### config.mk
export PLATFORM = sky130hd
export DESIGN_NAME = pipe_reg_chain
export DESIGN_NICKNAME = d
export VERILOG_FILES = /design/src/rtl/pipe_reg_chain.sv
export SDC_FILE = /design/constraint.sdc
export NUM_CORES = 1
export LEC_CHECK = 0
export BUFFER_PORTS_ARGS = -buffer_cell sky130_fd_sc_hd__buf_2
export CAP_MARGIN = 0
export CORE_UTILIZATION = 45
export DETAILED_ROUTE_END_ITERATION = 8
export PLACE_DENSITY = 0.76
export SLEW_MARGIN = 20
export SYNTH_ARGS = -nofsm -noshare
export SYNTH_HDL_FRONTEND = slang
export SYNTH_SLANG_ARGS = --single-unit
### constraint.sdc
create_clock -name i_clk -period 1.64 [get_ports i_clk]
set_input_delay 0.328 -clock i_clk [delete_from_list [all_inputs] [get_ports i_clk]]
set_output_delay 0.328 -clock i_clk [all_outputs]
set_load 0.01 [all_outputs]
### src/rtl/pipe_reg_chain.sv
// DEPTH-stage valid/ready register chain with bubble collapse; DEPTH cycles from
// input presentation to o_valid when empty, 1 beat/cycle streaming; full+stalled asserts no o_ready.
module pipe_reg_chain #(
  parameter int WIDTH = 8,
  parameter int DEPTH = 3
) (
  input  logic                       i_clk,
  input  logic                       i_reset,
  input  logic                       i_flush,
  input  logic                       i_valid,
  input  logic [WIDTH-1:0]           i_data,
  output logic                       o_ready,
  output logic                       o_valid,
  output logic [WIDTH-1:0]           o_data,
  input  logic                       i_ready,
  output logic [$clog2(DEPTH+1)-1:0] o_count
);

  localparam int CW = $clog2(DEPTH + 1);

  if (DEPTH < 1) begin : g_bad_depth
    $error("pipe_reg_chain: DEPTH must be >= 1");
  end

  logic [DEPTH-1:0] v_q;
  logic [DEPTH-1:0] v_d;
  logic [DEPTH-1:0] can_load;
  logic [WIDTH-1:0] d_q [DEPTH];
  logic [WIDTH-1:0] d_d [DEPTH];

  // A stage can take a beat if it is empty or everything downstream of it moves.
  always_comb begin
    logic chain;
    chain = i_ready;
    for (int k = DEPTH - 1; k >= 0; k--) begin
      chain       = !v_q[k] || chain;
      can_load[k] = chain;
    end
  end

  assign o_ready = can_load[0] && !i_flush;
  assign o_valid = v_q[DEPTH-1];
  assign o_data  = d_q[DEPTH-1];

  always_comb begin
    v_d = v_q;
    for (int k = 0; k < DEPTH; k++) begin
      d_d[k] = d_q[k];
    end
    if (i_flush) begin
      v_d = '0;
    end else begin
      if (can_load[0]) begin
        v_d[0] = i_valid;
        if (i_valid) begin
          d_d[0] = i_data;
        end
      end
      // An empty beat moving in clears valid but keeps the old data word.
      for (int k = 1; k < DEPTH; k++) begin
        if (can_load[k]) begin
          v_d[k] = v_q[k-1];
          if (v_q[k-1]) begin
            d_d[k] = d_q[k-1];
          end
        end
      end
    end
  end

  always_ff @(posedge i_clk) begin
    if (i_reset) begin
      v_q <= '0;
      for (int k = 0; k < DEPTH; k++) begin
        d_q[k] <= '0;
      end
    end else begin
      v_q <= v_d;
      for (int k = 0; k < DEPTH; k++) begin
        d_q[k] <= d_d[k];
      end
    end
  end

  always_comb begin
    o_count = '0;
    for (int k = 0; k < DEPTH; k++) begin
      o_count = o_count + CW'(v_q[k]);
    end
  end

endmodule

# Word-level counts from Yosys, hierarchy flattened
# Memory sizes are Yosys's and may differ from the RTL's.
# Index checks and enable logic that the tools add are counted.
# totals
regBits	3
ram_bits	24
input_bits	13
output_inout_bits	12
elab_cells	31
mem_count	1
# memory_table
name	depth	width	read_ports	rd_clocked_by_memory_dff	write_ports	line	text
d_q	3	8	3	0	3	28	logic [WIDTH-1:0] d_q [DEPTH];
# op_classes
n_addsub	2
n_mux	13
bitwise_logic	3
reduce_logical	9
# ops
operator	n
two-way mux 8 bit	9
two-way mux 24 bit	1
zero test 1 bit	4
logical OR 1 bit	3
two-way mux 1 bit	3
bitwise OR 1 bit	3
adder 1 x 1 -> 2 bit	1
adder 2 x 1 -> 2 bit	1
OR reduction 2 bit	1
logical AND 1 bit	1

# Longest topological paths before layout
# depth
depth_word	7
mapped_depth	5
depth_no_buf	3

# Worst setup path before layout
# OpenSTA, ideal clock, no wires.
# synth_path
kind	register to register
startpoint	register v_q[2]
endpoint	memory d_q[0][0]
setup_time_ns	0.072
arrival_time_ns	1.260
required_ns	1.568
setup_slack_ns	0.308
path_stages_with_launch	4
synth_period_minus_slack_ns	1.332
cell_sequence	dfxtp_1 nor2b_4 a311oi_4 mux2i_1
# synth_rtl
element	line	text
from (decl)	25	logic [DEPTH-1:0] v_q;
from (signal assigned)	78	v_q <= v_d;
to (decl)	28	

# Worst setup path in the final report
# layout_path
startpoint	register v_q[2]
endpoint	output o_count[0]
# layout_via
elab_chain_cells	1
# layout_rtl
element	line	text
adder 2 x 1 -> 2 bit	88	o_count = o_count + CW'(v_q[k]);
to (decl)	16	output logic [$clog2(DEPTH+1)-1:0] o_count
# No other way between the ends.

==> flow_summary_export.csv <==
group,metric,value,unit
status,status,"finished, violations left",
status,failed_checks,"negative setup slack",
synthesis,synthesis.nets,139,
timing,fin_hold_ws,0.239,ns
worst_setup_path,cp-endpoint,"o_count[0]",
route,drt-pass1-iter-count,4,
synthesis,synth_edf_count,0,
place,finalWeightedCongestion,0.695,
worst_setup_path,cp-startpoint,"v_q[2]$_SDFFE_PP0P_",
synthesis,avgSynthCellArea,9.68,um^2
cells_and_area,seq_area,546,um^2
worst_setup_path,crit_chain,"fa_1 > buf_2",
clock_network,clockBufferDepth,2,
timing,min_period,1.65,ns
timing,setup_violations,1,
synthesis,ys_ff_latch,27,
timing,max_freq,604,MHz
floorplan,initial_utilization,48.4,%
route,drt-total-wl,2120,um
clock_network,clock_latency,0.32,ns
synthesis,ys_async_sr_fraction,0,%
clock_network,numCtsBuffers,3,
global_route,grt_max_degree,36,
clock_network,cts_hold_buffers,0,
worst_setup_path,start_kind,"flip-flop",
power,leakage,0.000557,uW
cells_and_area,fin_util,53.3,%
route,vias,868,
route,drt_iter0_markers,8,
global_route,grt.total_usage,16.7,%
worst_setup_path,criticalPathCategory,"flip-flop to primary output",
place,dp_hpwl,1530,um
timing,relSlewSlack,68.6,%
hold_path,whs_path_depth,3,
synthesis,synth_commonest_cells,"dfxtp_1, nand2b_1, mux2i_1, a21oi_1",
synthesis,synth.top_cell.area_share,44.7,%
floorplan,die-area,2900,um^2
synthesis,post-synth-top-count-cell,"dfxtp_1",
cells_and_area,drive_above_1_share,25.7,%
worst_setup_path,crit_slowest_cell,"fa_1",
global_route,grt_overflow,0,
worst_setup_path,reg2reg_to,"d_q[0][0]$_SDFFE_PP0P_",
worst_setup_path,worstPathMaxFanout,4,
worst_setup_path,rrSetupSlack,0.15,ns
worst_setup_path,crit_path_max_incr_delay,0.52,ns
cells_and_area,n_antenna_cell,0,
timing,finClkSkew,0.00201,ns
cells_and_area,num-fill-cells,243,
cells_and_area,nets,155,
worst_setup_path,cp.arrival,1.33,ns
worst_setup_path,reg2reg_depth,5,
power,power_density,786,nW/um^2
floorplan,rows,18,
synthesis,synthFlopType,"dfxtp_1",
timing,period_share,101,%
timing,fin_ws,-0.0149,ns
worst_setup_path,crit_required,1.31,ns
synthesis,synth_area,1210,um^2
timing,rsz0062_at_grt,"true",
clock_network,cts_tree,"done",
synthesis,synth_cells,125,
floorplan,die_y,53.9,um
place,place_ws,0.205,ns
floorplan,core_area,2500,um^2
timing,report.final.slew_viol_count,0,
global_route,grt_pass1_vias,758,
timing,setup_tns,-0.0149,ns
clock_network,clk_pin_slew_worst_paths,0.14,ns
hold_path,hp-class,"input port to flip-flop",
timing,hold_viol,0,
synthesis,yosys_warnings,0,
route,routed_via_density,5.11,
cells_and_area,multi_input_area,563,um^2
power,vdd_drop_max,0.650,mV
floorplan,num_io_pins,25,
synthesis,yosys.area.top_type,"dfxtp_1",
floorplan,dieWidth,53.9,um
route,post_drt_wl_per_cell,12.5,um
clock_network,cts.sinks,27,
worst_setup_path,endpoint_kind,"primary output",
run,max_cap_violations,0,
place,numPortBuffers,24,
synthesis,yosys-top-cells-area,"dfxtp_1, mux2i_1, nand2b_1",
global_route,grt_pass1_wl,3440,um
clock_network,htreeDepth,1,
timing,worst_slew_pin_slew,0.471,ns
synthesis,yosysSeqAreaShare,44.7,%
cells_and_area,area_growth,10.0,%
global_route,antenna_found_initial,0,
route,ant_nets,0,
worst_setup_path,r2r_start,"v_q[2]$_SDFFE_PP0P_",
clock_network,clock_tree.root_cell,"clkbuf_4",
synthesis,ys_types,20,
route,drc,0,
registers in the layout, indices dropped and copies added, names as in the netlist:
register	flops
d_q	24
v_q	3
logic make-up after synthesis:
group                      count (synthesis)  synth area share [%]
DFF                                       27                  44.7
and+or+nand+nor                           40                  20.1
AOI/OAI and AO/OA                         22                  11.6
adders and majority gates                  1                  1.65
buffers and inverters                     19                  8.79
muxes                                     16                  13.2
worst min-delay path by stage:
| stage | from | end | slack (ns) |
|---|---|---|---|
| after floorplan | d_q[0][8]$_SDFFE_PP0P_ | d_q[0][16]$_SDFFE_PP0P_ | 0.44 |
| after CTS | i_data[4] | d_q[0][4]$_SDFFE_PP0P_ | 0.23 |
| after global routing | i_data[5] | d_q[0][5]$_SDFFE_PP0P_ | 0.23 |
| after detailed placement | d_q[0][22]$_SDFFE_PP0P_ | d_q[0][22]$_SDFFE_PP0P_ | 0.46 |
| after global placement | d_q[0][9]$_SDFFE_PP0P_ | d_q[0][17]$_SDFFE_PP0P_ | 0.46 |
| final | i_data[4] | d_q[0][4]$_SDFFE_PP0P_ | 0.24 |
per-layer routing:
metal  global-route usage, %  wire length, um  vias to the layer above
met5                       0                0                        -
met4                    3.95                8                        0
met3                    6.21              118                        2
met2                    27.0              966                       30
met1                    21.0             1030                      392
li1                        -                -                      444
layout make-up:
type | count | area share [%]
multi-input combinational | 79 | 42.3
sequential | 27 | 41.0
timing repair buffer | 28 | 11.3
tap | 30 | 2.82
clock buffer | 3 | 1.69
inverter | 2 | 0.564
clock inverter | 1 | 0.376
layout by cell type, fill, tap and decap left out:
cell type | netlist | layout
nand2b_1 | 25 | 25
dfxtp_1 | 27 | 25
buf_2 | 4 | 24
mux2i_1 | 16 | 16
a21oi_1 | 9 | 9
nand3_1 | 8 | 8
o21ai_0 | 8 | 8
buf_4 | 8 | 4
nor3_1 | 3 | 3
clkbuf_4 | 0 | 3
a31oi_1 | 2 | 2
inv_1 | 2 | 2
nor2b_4 | 1 | 1
or2b_1 | 1 | 1
nor2b_1 | 1 | 1
a311oi_4 | 1 | 1
nor2_1 | 1 | 1
a211o_1 | 1 | 1
a211oi_1 | 1 | 1
fa_1 | 1 | 1
clkinv_2 | 0 | 1
dfxtp_4 | 0 | 1
dfxtp_2 | 0 | 1
where the power goes:
part           total (uW)  switching, uW  internal, uW  leakage, uW
combinational        86.5           43.8          42.7     0.000320
sequential            673           4.79           668     0.000220
clock                 287            196          91.5    0.0000177
per-stage QoR:
step	std cells	total power, uW	cell area [um^2]
floorplan	125	745	1210
global placement	164	769	1280
detailed placement	164	773	1280
CTS	169	1050	1320
global route	170	1100	1330
finish	170	1050	1330
critical path: cells and delay by family, from the launching register on:
kind,cells,cell delay (ns)
fa+ha+maj,1,0.52
flops,1,0.37
buf+inv,1,0.12
timing repair:
| item | 4_1_cts | 5_1_grt |
|---|---|---|
| endpoints found under the setup margin | 2 | 2 |
| buffers inserted | 1 | 1 |
| pin swaps | 0 | 0 |
| resized for setup | 2 | 1 |
(Power assumes the default switching activity.)
